===== src/rtl/mem_bus_arbiter.sv =====
// mem_bus_arbiter
//   Shares one single-port memory bus between the IF-stage fetch port and the
//   MEM-stage data port. Each access is a req/ack bus transaction. Read data is
//   returned in a register, and per-port stall flags tell the pipeline when an
//   access is still outstanding. When both ports request at once, data wins.
//   Immediately after a completion, the other port gets the bus, so neither
//   port can starve the other.
//
// Optional feature (macro MEM_ARB_TIMEOUT_EN):
//   When defined, an access is aborted once wait_cnt reaches TIMEOUT without
//   an ack. The aborted access returns 32'hDEAD_BEEF and sets the sticky
//   bus_err flag. When undefined, the arbiter waits for ack forever and
//   bus_err is tied low.
//
// Ports
//   clk, rst_n             clock (rising edge), asynchronous active-low reset
//   inst_ren, inst_addr    fetch request and address (IF stage)
//   inst_data, inst_stall  registered fetched word; fetch still outstanding
//   mem_ren, mem_wen       data read / write request (MEM stage), mutually exclusive
//   mem_addr, mem_dout     data address and store data
//   mem_din, mem_stall     registered load data; data access still outstanding
//   bus_req, bus_we        transaction active; 1 = write
//   bus_addr, bus_wdata    address and store data, latched at issue
//   bus_rdata, bus_ack     read data; 1-cycle completion pulse
//   bus_err                sticky timeout flag
module mem_bus_arbiter #(
    parameter int unsigned ADDR_W  = 32,
    parameter int unsigned DATA_W  = 32,
    parameter int unsigned TIMEOUT = 15
) (
    input  logic              clk,
    input  logic              rst_n,
    input  logic              inst_ren,
    input  logic [ADDR_W-1:0] inst_addr,
    output logic [DATA_W-1:0] inst_data,
    output logic              inst_stall,
    input  logic              mem_ren,
    input  logic              mem_wen,
    input  logic [ADDR_W-1:0] mem_addr,
    input  logic [DATA_W-1:0] mem_dout,
    output logic [DATA_W-1:0] mem_din,
    output logic              mem_stall,
    output logic              bus_req,
    output logic              bus_we,
    output logic [ADDR_W-1:0] bus_addr,
    output logic [DATA_W-1:0] bus_wdata,
    input  logic [DATA_W-1:0] bus_rdata,
    input  logic              bus_ack,
    output logic              bus_err
);

    // wait_cnt is 5 bits wide, so TIMEOUT must lie in 1..31.
    if (TIMEOUT < 1 || TIMEOUT > 31) begin : g_bad_timeout
        $error("mem_bus_arbiter: TIMEOUT must be in 1..31");
    end

    typedef enum logic [2:0] {StIdle, StData, StInst, StDDone, StIDone} state_e;

    state_e            state_q, state_d;
    logic [4:0]        wait_cnt_q, wait_cnt_d;
    logic [ADDR_W-1:0] lat_addr_q, lat_addr_d;
    logic [ADDR_W-1:0] bus_addr_q, bus_addr_d;
    logic [DATA_W-1:0] bus_wdata_q, bus_wdata_d;
    logic              bus_we_q, bus_we_d;
    logic              bus_req_q, bus_req_d;
    logic [DATA_W-1:0] mem_din_q, mem_din_d;
    logic [DATA_W-1:0] inst_data_q, inst_data_d;
    logic              timeout_hit;
`ifdef MEM_ARB_TIMEOUT_EN
    logic              bus_err_q, bus_err_d;
`endif

    logic d_req, i_req, i_match;
    assign d_req   = mem_ren | mem_wen;
    assign i_req   = inst_ren;
    assign i_match = (inst_addr == lat_addr_q);

`ifdef MEM_ARB_TIMEOUT_EN
    assign timeout_hit = (wait_cnt_q == 5'(TIMEOUT));
`else
    assign timeout_hit = 1'b0;
`endif

    always_comb begin
        state_d     = state_q;
        wait_cnt_d  = wait_cnt_q;
        lat_addr_d  = lat_addr_q;
        bus_addr_d  = bus_addr_q;
        bus_wdata_d = bus_wdata_q;
        bus_we_d    = bus_we_q;
        bus_req_d   = bus_req_q;
        mem_din_d   = mem_din_q;
        inst_data_d = inst_data_q;
`ifdef MEM_ARB_TIMEOUT_EN
        bus_err_d   = bus_err_q;
`endif
        unique case (state_q)
            // Arbitration states; bus_ack is deliberately ignored here.
            StIdle, StDDone, StIDone: begin
                if (d_req && (state_q != StDDone)) begin
                    state_d     = StData;
                    bus_addr_d  = mem_addr;
                    lat_addr_d  = mem_addr;
                    bus_we_d    = mem_wen;
                    bus_wdata_d = mem_dout;
                    bus_req_d   = 1'b1;
                    wait_cnt_d  = '0;
                end else if (i_req && !((state_q == StIDone) && i_match)) begin
                    // In StIDone, an address mismatch means the fetch was redirected:
                    // re-issue the fetch at the new address.
                    state_d     = StInst;
                    bus_addr_d  = inst_addr;
                    lat_addr_d  = inst_addr;
                    bus_we_d    = 1'b0;
                    bus_wdata_d = '0;
                    bus_req_d   = 1'b1;
                    wait_cnt_d  = '0;
                end else begin
                    state_d   = StIdle;
                    bus_req_d = 1'b0;
                end
            end
            StData, StInst: begin
                if (bus_ack) begin
                    bus_req_d = 1'b0;
                    if (state_q == StData) begin
                        state_d = StDDone;
                        if (!bus_we_q) mem_din_d = bus_rdata;
                    end else begin
                        state_d     = StIDone;
                        inst_data_d = bus_rdata;
                    end
                end else if (timeout_hit) begin
                    bus_req_d = 1'b0;
`ifdef MEM_ARB_TIMEOUT_EN
                    bus_err_d = 1'b1;
`endif
                    if (state_q == StData) begin
                        state_d = StDDone;
                        if (!bus_we_q) mem_din_d = DATA_W'(32'hDEAD_BEEF);
                    end else begin
                        state_d     = StIDone;
                        inst_data_d = DATA_W'(32'hDEAD_BEEF);
                    end
                end else if (wait_cnt_q != 5'd31) begin
                    wait_cnt_d = wait_cnt_q + 5'd1;
                end
            end
            default: begin
                state_d   = StIdle;
                bus_req_d = 1'b0;
            end
        endcase
    end

    always_ff @(posedge clk or negedge rst_n) begin
        if (!rst_n) begin
            state_q     <= StIdle;
            wait_cnt_q  <= '0;
            lat_addr_q  <= '0;
            bus_addr_q  <= '0;
            bus_wdata_q <= '0;
            bus_we_q    <= 1'b0;
            bus_req_q   <= 1'b0;
            mem_din_q   <= '0;
            inst_data_q <= '0;
`ifdef MEM_ARB_TIMEOUT_EN
            bus_err_q   <= 1'b0;
`endif
        end else begin
            state_q     <= state_d;
            wait_cnt_q  <= wait_cnt_d;
            lat_addr_q  <= lat_addr_d;
            bus_addr_q  <= bus_addr_d;
            bus_wdata_q <= bus_wdata_d;
            bus_we_q    <= bus_we_d;
            bus_req_q   <= bus_req_d;
            mem_din_q   <= mem_din_d;
            inst_data_q <= inst_data_d;
`ifdef MEM_ARB_TIMEOUT_EN
            bus_err_q   <= bus_err_d;
`endif
        end
    end

    // Stalls are gated by rst_n so that every output reads 0 while reset is held,
    // even if the pipeline keeps its requests asserted.
    assign mem_stall  = rst_n & d_req & (state_q != StDDone);
    assign inst_stall = rst_n & i_req & ~((state_q == StIDone) & i_match);

    assign inst_data = inst_data_q;
    assign mem_din   = mem_din_q;
    assign bus_req   = bus_req_q;
    assign bus_we    = bus_we_q;
    assign bus_addr  = bus_addr_q;
    assign bus_wdata = bus_wdata_q;
`ifdef MEM_ARB_TIMEOUT_EN
    assign bus_err   = bus_err_q;
`else
    assign bus_err   = 1'b0;
`endif

endmodule

===== config.mk =====
export PLATFORM = sky130hd
export DESIGN_NAME = mem_bus_arbiter
export DESIGN_NICKNAME = d
export VERILOG_FILES = /design/src/rtl/mem_bus_arbiter.sv
export SDC_FILE = /design/constraint.sdc
export NUM_CORES = 1
export LEC_CHECK = 0
export CAP_MARGIN = 20
export CELL_PAD_IN_SITES_DETAIL_PLACEMENT = 0
export CELL_PAD_IN_SITES_GLOBAL_PLACEMENT = 1
export CORE_MARGIN = 4
export CORE_UTILIZATION = 31
export CTS_CLUSTER_SIZE = 40
export DETAILED_ROUTE_END_ITERATION = 6
export PLACE_DENSITY_LB_ADDON = 0.12
export REMOVE_ABC_BUFFERS = 1
export SLEW_MARGIN = 20
export SYNTH_ARGS = -nofsm -noshare
export SYNTH_HDL_FRONTEND = slang
export SYNTH_SLANG_ARGS = --single-unit

===== constraint.sdc =====
create_clock -name clk -period 2.1 [get_ports clk]
set_input_delay 0.42 -clock clk [delete_from_list [all_inputs] [get_ports clk]]
set_output_delay 0.42 -clock clk [all_outputs]
set_load 0.005 [all_outputs]

Word-level counts from Yosys, hierarchy flattened --
Index checks and enable logic that the tools add are counted.
Operators by class: equal/unequal tests 7, mux-type cells 15, bitwise operators 9, reductions and logical operators 11
Operators with widths (number):
- $mux W32 | 4
- $eq A32 B32 Y1 | 1
- $eq A3 B2 Y1 const B | 2
- $mux W3 | 2
- $pmux W3 S2 | 1
- $and A1 B1 Y1 | 5
- $mux W1 | 5
- $mux W2 | 2
- $reduce_and A4 Y1 | 1
- $eq A3 B1 Y1 const B | 1
- $eq A3 B3 Y1 const B | 1
- $logic_and A1 B1 Y1 | 3
- $logic_not A3 Y1 | 1
- $ne A3 B2 Y1 const B | 1
- $not A1 Y1 | 3
- $reduce_and A3 Y1 | 1
- $reduce_or A3 Y1 | 1
- $ne A2 B2 Y1 const B | 1
- $pmux W1 S2 | 1
- $reduce_and A2 Y1 | 1
- $reduce_bool A2 Y1 | 1
- $reduce_or A2 Y1 | 1
- $logic_not A1 Y1 | 1
- $or A1 B1 Y1 | 1
Storage, ports and cells: register bits 133, bits of input ports 134, output and inout bits 133, word-level logic and storage cells 49

Depth between registers and ports, before layout --
Gate-level depths: netlist of the first run.
word-level depth 7, depth in mapped cells 9, gate-level depth less buffers 5

Worst setup path after synthesis of the first run --
OpenSTA, ideal clock, no wires.
kind reg-to-output, start reg, netlist name bus_addr[22], end out inst_stall, arrival time 1.784 ns, data required time 1.680 ns, setup slack -0.104 ns, cell stages (with the launch flop) 8, buffers on the path 2, path through dfrtp_1 -> xor2_1 -> nor4_2 -> nand2_1 -> buf_6 -> or3_1 -> buf_6 -> and3_1
RTL lines:
- end, declared | line 36 | output logic inst_stall,

==> results of run 1 <==
## cells in the mapped netlist (2+ instances only)
cell type  count
buf_2         17
buf_6          7
buf_1          2
nor4_2         2
a221oi_1      32
a21oi_1       36
nand2_1       36
mux2_2        64
nand3_1       66
or4_1         32
dfrtp_1      133
a21oi_2       30
o21ai_0       66
nor3_1         3
buf_4          3
xor2_1        32
mux2i_1       33
or2_1          2
nand3b_1       2
clkbuf_1      43
and3_1         3
nor2_1         5
nor4_1         6
a211oi_1      32
## sequential cells by signal, indices dropped and copies added, names as in the netlist
name	flops
bus_addr	32
bus_req	1
bus_wdata	32
bus_we	1
inst_data	32
mem_din	32
state_q	3
## final timing paths
kind	from	end	slack, ns	cells after the start
min in group clk	inst_data[16]	inst_data[16]	0.50	1
worst max register to register	bus_addr[17]	bus_we	-0.32	9
worst min-delay path	rst_n	bus_addr[26]	0.07	2
max in group asynchronous	rst_n	inst_data[20]	1.59	2
worst max-delay path	bus_addr[15]	inst_stall	-0.64	7
worst min register to register	inst_data[16]	inst_data[16]	0.50	1
## logic make-up (layout without fill, tap and decap cells)
group / count (synthesis) / in the layout
AO/OA/AOI/OAI: 198 / 198
AND/OR/NAND/NOR: 167 / 167
flip-flops: 133 / 133
multiplexers: 97 / 97
buffers and inverters: 72 / 413
XOR/XNOR: 33 / 33
other: 1 / 2
## cells in the final DEF, fill, tap and decap left out, types with 6 or more instances in the layout
master / count
clkdlybuf4s50_1: 257
dfrtp_1: 133
buf_4: 69
mux2_2: 64
nand3_1: 50
nand2_1: 35
mux2i_1: 33
o21ai_0: 33
a21oi_1: 33
xor2_1: 32
a211oi_1: 32
a221oi_1: 30
a21oi_2: 27
buf_12: 27
o21ai_2: 24
clkbuf_16: 22
or4_1: 18
or4_4: 15
nand3_2: 15
inv_6: 8
buf_16: 8
buf_6: 8
a21oi_4: 6
o21ai_4: 6
## routing by layer
layer / global-route usage (%) / wire length (µm) / share of wire (%) / up-vias
met1: 25.4 / 11300 / 39 / 3636
met3: 7.32 / 2520 / 8.7 / 48
met4: 7.06 / 682 / 2.3 / 2
met5: 0 / 13 / 0.045 / -
met2: 35.5 / 14600 / 50 / 315
li1: - / - / - / 3306
## power by group through the flow
| stage | Sequential [µW] | Clock [µW] | Combinational (µW) |
|---|---|---|---|
| 6_report | 4580 | 3070 | 9570 |
| 5_1_grt | 4740 | 3260 | 10300 |
| 4_1_cts | 4580 | 3140 | 9210 |
| 3_5_place_dp | 4590 | 0 | 9110 |
| 3_3_place_gp | 4550 | 0 | 8980 |
| 2_1_floorplan | 4760 | 0 | 3720 |
## per-stage QoR
stage / cells / total power (µW) / utilization, % / setup TNS (ns) / setup WS, ns
after detailed placement: 1294 / 13700 / 47.6 / -60.26 / -1.38
after global routing: 1356 / 18300 / 54.7 / -20.40 / -0.738
after floorplan: 629 / 8480 / - / -202.72 / -2.62
after global placement: 1294 / 13500 / 47.6 / -58.94 / -1.39
after CTS: 1344 / 16900 / 52.4 / -16.43 / -0.704
final: 1356 / 17200 / 54.7 / -14.20 / -0.637
## final cells by class
class / count / area (µm²) / area share (%)
flip-flops and latches: 133 / 3330 / 26.6
clock buffers: 18 / 439 / 3.51
well taps: 313 / 392 / 3.13
repair buffers: 381 / 4140 / 33.1
multi-input cells: 496 / 4050 / 32.4
clock inverters: 14 / 158 / 1.26
diodes: 1 / 2.50 / 0.0200
## timing repair
item	in CTS	in global routing
gates resized for setup	39	123
pin swaps	14	63
setup buffers	10	8
gates cloned	8	5
hold endpoints to repair	0	0
endpoints found under the setup margin	69	69
==> impl_metrics.csv, run 1 <==
group,metric,value,unit
status,status,"complete, but fails checks",
status,violations,"setup timing",
placed_design,portBuffers,265,
die,core,0.0228,mm²
synth,syn_area,0.00727,mm²
global_routing,grt_pass1_wl,43600,µm
finish,layout-drive-gt1-share,31.6,%
die,fp.dieH,161,µm
worst_setup_path,critPathCaptureType,"output pin",
cts,clock_latency,0.42,ns
global_routing,antenna_found_initial,2,
die,die_x,161,µm
drt,first_pass_iters,5,
worst_setup_path,start_kind,"register",
worst_setup_path,setup.worst_path.class,"reg -> out",
finish,nets,1163,
power_and_ir_drop,p_switching,6230,µW
synth,yosys.area_share.adder,0,%
sta,fmax,365,MHz
worst_setup_path,crit_family,"simple AND/OR/NAND/NOR gates",
worst_setup_path,path_buf_inv,2,
power_and_ir_drop,p_per_area,1380,mW/mm²
cts,clkTransAtPathRegs,0.07,ns
cts,htreeDepth,4,
synth,yosysSeqAreaShare,45.8,%
global_routing,grt.overflow.total,0,
cts,cts_made_buffers,17,
power_and_ir_drop,internal_power,11000,µW
finish,design_area,0.0125,mm²
cts,clock_path_buffers,2,
global_routing,grt_pass1_vias,7628,
global_routing,grt_max_degree,97,
drt,drtIter0Drc,318,
synth,synth-simple-area-share,12.8,%
power_and_ir_drop,leakage,0.00515,µW
power_and_ir_drop,ir_worst_vdd,0.000666,V
synth,synth_top_area_share,45.8,%
worst_setup_path,critPathMaxFanout,2,
sta,post-route-min-period,2.74,ns
worst_setup_path,worstPathCellList,"xor2_1 > nor4_2 > buf_4 > nand3_4 > or3_4 > and3_4 > buf_6",
cts,cts-root-buf,"clkbuf_16",
cts,cts_tree,"done",
die,initial_utilization,31.8,%
drt,post_drt_via_cell_ratio,5.39,
drt,wl_per_cell,21.5,µm
sta,clock_skew,0.0156,ns
synth,synth_compound_area_share,18.1,%
die,fp-row-count,55,
sta,whs,0.0737,ns
synth,yosys_warnings,0,
drt,route.detailed.drc,0,
synth,synthMuxAreaShare,14.4,%
finish,nFillCells,1992,
worst_setup_path,cp.required,1.68,ns
worst_setup_path,cp_slowest_cell,"or3_4",
drt,num_vias,7307,
synth,avgSynthCellArea,10.4,µm²
worst_setup_path,crit_arrival,2.32,ns
synth,synth_area_leaders,"dfrtp_1 (46%), mux2_2 (9.9%), mux2i_1 (4.5%), nand3_1 (4.5%), o21ai_0 (4.5%)",
synth,async_flop_share,100,%
cts,numClockSinks,133,
worst_setup_path,slowest_delay,0.42,ns
power_and_ir_drop,clkPwrFrac,17.8,%
power_and_ir_drop,swShare,36.2,%
sta,grt_setup_unrepaired,"true",
sta,hold_violations,0,
run,maxCapViolCount,0,
finish,area_growth,71.9,%
placed_design,gp_congestion,0.803,
sta,worst_slew_pin_slew,0.717,ns
synth,yosysUniqueCellTypes,38,
die,io_pins,267,
sta,min_period_over_period,130,%
synth,synth_edf_count,0,
sta,postLayoutSetupSlackWorst,-0.637,ns
sta,finalSetupViolCount,68,
synth,ys.flop_type,"dfrtp_1",
sta,relSlewSlack,52.2,%
synth,synth_area_leader_cell,"dfrtp_1",
synth,synth_top_family_by_area,"compound AO/OA/AOI/OAI gates",
drt,drt_wl_total,29100,µm
placed_design,placed_area,0.0109,mm²
placed_design,hpwl,18100,µm
power_and_ir_drop,pwr-share-comb,55.6,%
synth,synth_cells,701,
synth,synth_xor_xnor_area_share,3.97,%
global_routing,grt_usage,21.1,%
synth,ys_ff_latch,133,
cts,hold_buffers,0,
drt,ant_nets,0,
die,die_area,0.0260,mm²
power_and_ir_drop,seqPwrFrac,26.6,%
worst_hold_path,min-delay-path-class,"in -> async",
sta,maxSlewViolCount,0,
Note: power is estimated with default switching activity, not from simulation.
==> inputs of run 2 (changes only) <==
--- a/config.mk
+++ b/config.mk
@@ -13,7 +13,6 @@
 export CTS_CLUSTER_SIZE = 40
 export DETAILED_ROUTE_END_ITERATION = 6
 export PLACE_DENSITY_LB_ADDON = 0.12
-export REMOVE_ABC_BUFFERS = 1
 export SLEW_MARGIN = 20
 export SYNTH_ARGS = -nofsm -noshare
 export SYNTH_HDL_FRONTEND = slang
==> impl_metrics.csv, run 2 (same netlist as run 1, synthesis figures left out) <==
group,metric,value,unit
die,io_pins,267,
sta,finalSetupViolCount,38,
cts,htreeDepth,4,
finish,final_cell_mix,"clkdlybuf4s50_1 (254), dfrtp_1 (133), o21ai_0 (66)",
global_routing,grt_pass1_vias,7539,
sta,setup_tns,-2.17,ns
sta,relSlewSlack,37.6,%
worst_setup_path,cp.required,1.68,ns
die,fp.dieH,161,µm
global_routing,antenna_found_initial,1,
global_routing,grt_usage,20.6,%
power_and_ir_drop,leakage,0.00464,µW
finish,layout_commonest_cell,"clkdlybuf4s50_1",
power_and_ir_drop,p_switching,6020,µW
worst_setup_path,critPathCaptureType,"output pin",
placed_design,hpwl,18700,µm
die,initial_utilization,31.8,%
power_and_ir_drop,p_per_area,1470,mW/mm²
drt,drt_wl_total,27000,µm
drt,wl_per_cell,20.5,µm
run,maxCapViolCount,0,
cts,numClockSinks,133,
global_routing,grt_max_degree,67,
cts,clock_path_buffers,2,
worst_setup_path,reg2reg_depth,7,
die,fp-row-count,55,
sta,grt_setup_unrepaired,"true",
die,die_x,161,µm
drt,post_drt_via_cell_ratio,5.36,
placed_design,dp_cells,1282,
power_and_ir_drop,ir_worst_vdd,0.000652,V
global_routing,grt.overflow.total,0,
worst_setup_path,setup.worst_path.class,"reg -> out",
power_and_ir_drop,internal_power,10700,µW
drt,drtIter0Drc,401,
finish,antennaDiodeCount,0,
sta,maxSlewViolCount,0,
finish,stdcell_count,1317,
placed_design,gp_congestion,0.822,
drt,ant_nets,0,
drt,route.detailed.drc,0,
die,die_area,0.0260,mm²
status,violations,"setup timing",
worst_setup_path,rr_startpoint,"bus_addr[15]",
cts,clock_latency,0.43,ns
sta,post-route-min-period,2.63,ns
sta,clock_skew,0.0124,ns
finish,area_growth,56.3,%
sta,min_period_over_period,125,%
power_and_ir_drop,swShare,36.1,%
cts,cts-root-buf,"clkbuf_16",
sta,hold_violations,0,
cts,cts_made_buffers,17,
die,core,0.0228,mm²
synth,syn-num-nets,835,
worst_setup_path,r2r_end,"bus_we",
worst_hold_path,min-delay-path-class,"in -> async",
finish,layout-drive-gt1-share,22.5,%
placed_design,portBuffers,265,
power_and_ir_drop,clkPwrFrac,18.4,%
sta,postLayoutSetupSlackWorst,-0.534,ns
worst_setup_path,start_kind,"register",
finish,nets,1125,
drt,num_vias,7062,
placed_design,place_ws,-1.24,ns
power_and_ir_drop,seqPwrFrac,27.3,%
cts,cts_tree,"done",
drt,first_pass_iters,6,
power_and_ir_drop,pwr-share-comb,54.3,%
worst_setup_path,crit_arrival,2.21,ns
worst_setup_path,r2r_slack,-0.19,ns
status,status,"complete, but fails checks",
sta,fmax,380,MHz
global_routing,grt_pass1_wl,42800,µm
sta,worst_slew_pin_slew,0.937,ns
worst_setup_path,critPathMaxFanout,2,
cts,clkTransAtPathRegs,0.07,ns
==> run 2: cell count changes in the layout (fill, tap and decap cells not counted), sizes merged <==
cell           change
clkbuf             -5
clkdlybuf4s50      -3
diode              -1
dlygate4sd3        +1
inv                -2
dlygate4sd2        +4
clkinv             +2
dlymetal6s2s       -1
buf               -34
==> run 2: timing repair <==
action | CTS | global route
gates cloned | 0 | 0
hold endpoints to repair | 7 | 0
pin swaps | 11 | 0
hold buffers | 1 | 0
endpoints found under the setup margin | 69 | 69
resized for setup | 21 | 4
setup buffers | 2 | 0
==> run 2: power groups by stage <==
stage	clock [µW]	combinational, µW	sequential (µW)
after floorplan	0	3900	4720
after global placement	0	8920	4520
after detailed placement	0	9080	4590
after CTS	3140	9170	4580
after global routing	3250	9870	4730
final	3070	9070	4560
==> run 2: critical path, cell delays in order, from the launching register on <==
cell     delay [ns]
dfrtp_1        0.39
xor2_1         0.18
nor4_2         0.26
buf_4          0.15
nand4_1        0.10
or3_4          0.43
and3_4         0.16
buf_6          0.12
==> run 2: worst max-delay path by stage <==
stage | slack, ns | end | cells past startpoint | startpoint
3_5_place_dp | -1.24 | inst_stall | 8 | inst_addr[20]
5_1_grt | -0.63 | inst_stall | 7 | bus_addr[18]
2_1_floorplan | -0.04 | inst_stall | 7 | inst_addr[11]
6_report | -0.53 | inst_stall | 7 | bus_addr[18]
4_1_cts | -0.56 | inst_stall | 7 | bus_addr[18]
3_3_place_gp | -1.25 | inst_stall | 8 | inst_addr[25]
==> run 2: area by class of cell <==
class,instances,area [µm²]
fillers,2133,11500
multi-input cells,496,3680
repair buffers,343,3370
flip-flops and latches,133,3330
clock buffers,18,439
well taps,313,392
clock inverters,14,160
==> run 2: metal layers <==
metal  part of all wire [%]  track usage [%]
met1                     40             25.4
met5                  0.074                0
met3                    9.2             7.50
met2                     48             33.5
met4                    2.3             7.13
==> run 2: per-stage QoR <==
stage	instance area [µm²]	hold WS, ns	power (µW)	util (%)
5_1_grt	11400	0.363	17800	49.8
2_1_floorplan	7280	0.124	8620	-
6_report	11400	0.371	16700	49.8
4_1_cts	11400	0.354	16900	49.7
3_5_place_dp	10700	0.244	13700	46.9
3_3_place_gp	10700	0.244	13400	46.9
==> variant (flow settings as in run 2) <==
Set the parameter `ADDR_W` to 48 (it was 32).
--- a/src/rtl/mem_bus_arbiter.sv
+++ b/src/rtl/mem_bus_arbiter.sv
@@ -24,7 +24,7 @@
 //   bus_rdata, bus_ack     read data; 1-cycle completion pulse
 //   bus_err                sticky timeout flag
 module mem_bus_arbiter #(
-    parameter int unsigned ADDR_W  = 32,
+    parameter int unsigned ADDR_W  = 48,
     parameter int unsigned DATA_W  = 32,
     parameter int unsigned TIMEOUT = 15
 ) (
Ports: changed (resized bus_addr, inst_addr and mem_addr); port bits go from 267 to 315. No check against the original RTL was run, so the function may have changed too.
==> variant against run 2 <==
The flow still finishes with violations (setup timing); design area is 4.3% higher; wire length is 15% lower; sequential cell count is 16 higher; setup slack better by 190 ps; cell count is 14% lower; utilization is 6.5 points higher; power is 14% higher; area after synthesis is 8.5% lower; largest power group unchanged.
==> variant: results (changes against run 2) <==
outcome finished, violations left; violated checks setup timing; DR WL/cell 20.3 um (-1.1%); first-pass GRT wire length 35100 um (-18%); clock skew 15.1 ps (+2.72 ps); multi-input logic portion of the cell area 25.7% (-6.7 points); # resized after CTS 59 (+180%); LEAKAGE 5.14 nW (+11%); mean post-synth cell area 14.5 sq um (+39%); bufs w/o clock 395 (+15%); Critical Path Source inst_addr[18]; DR top layer met4; buffer share of cell area 34.0% (+4.4 points); final worst slack -342 ps (+191 ps); critical path's slowest cell clkdlybuf4s50_1; antenna cells 1 (+1); Iter 0 DRT Violations 174 (-57%); Final nets 1014 (-9.9%); clk cell area share 5.77% (+0.50 points); largest vdd supply drop 0.000734 V (+13%); R2R Path Start bus_addr[8]; reg2reg path depth 9 (+2); Tot GR Track Use 18.9% (-1.8 points); FF/Latch Area 0.00373 sq mm (+12%); internal reg-to-reg setup slack -250 ps (-60 ps); HPWL after DPL 16200 um (-13%); M1 wire length 9190 um (-16%); clk sink count 149 (+12%); Vias/cell 4.69 (-13%); IO buf count 313 (+18%); final setup vio count 83 (+120%); initial antenna violation count 1 (unchanged); Multi-input comb cells 283 (-43%); GPL Wtd Cong 0.797 (-3.0%); library cells used by synthesis 27 (-29%); postcts setup bufs 5 (+3); share of layout cells above drive strength 1 34.0% (+11 points); routing usage on met3 6.46% (-1.0 points); metal3 WL 1800 um (-28%); largest net degree at the start of global routing 121 (+81%); met1 usage 22.5% (-2.9 points); sequential area share after synthesis 56.0% (+10 points); fillers 1767 (-17%); post-route setup TNS -17580 ps (-15400 ps); vias in the first global route 6094 (-19%); synth cell count leaders 151 x mux2_2, 149 x dfrtp_1, 48 x xnor2_1, 33 x a22o_1, 13 x nand4_1; pre-CTS WS -873 ps (+371 ps); WHS 59.1 ps (-312 ps); R2R Path End bus_addr[6]
==> variant: cell types whose count changed after synthesis, sizes merged, moves of 31 or more <==
| cell | change |
|---|---|
| mux2 | +96 |
| o21ai | -64 |
| a21oi | -63 |
| nand3 | -63 |
| xnor2 | +47 |
| nand2 | -36 |
| a221oi | -33 |
| a22o | +33 |
| or4 | -33 |
| a211oi | -32 |
| mux2i | -32 |
| clkbuf | -31 |
| xor2 | -31 |
==> variant: cells by family (layout without fill, tap and decap cells) <==
group	after synthesis	count (layout)	synth area share, %
xor gates and xnor gates	49	49	6.45
muxes	161	161	27.2
other	1	2	0.0563
buffers and inverters	28	428	2.35
and+or+nand+nor	33	33	2.89
DFF	149	149	56.0
AOI/OAI and AO/OA	39	39	5.04
==> variant: where the power goes <==
part / switching [mW] / internal (mW)
clock: 1.29 / 2.28
combinational: 3.43 / 6.81
sequential: 0.886 / 4.36
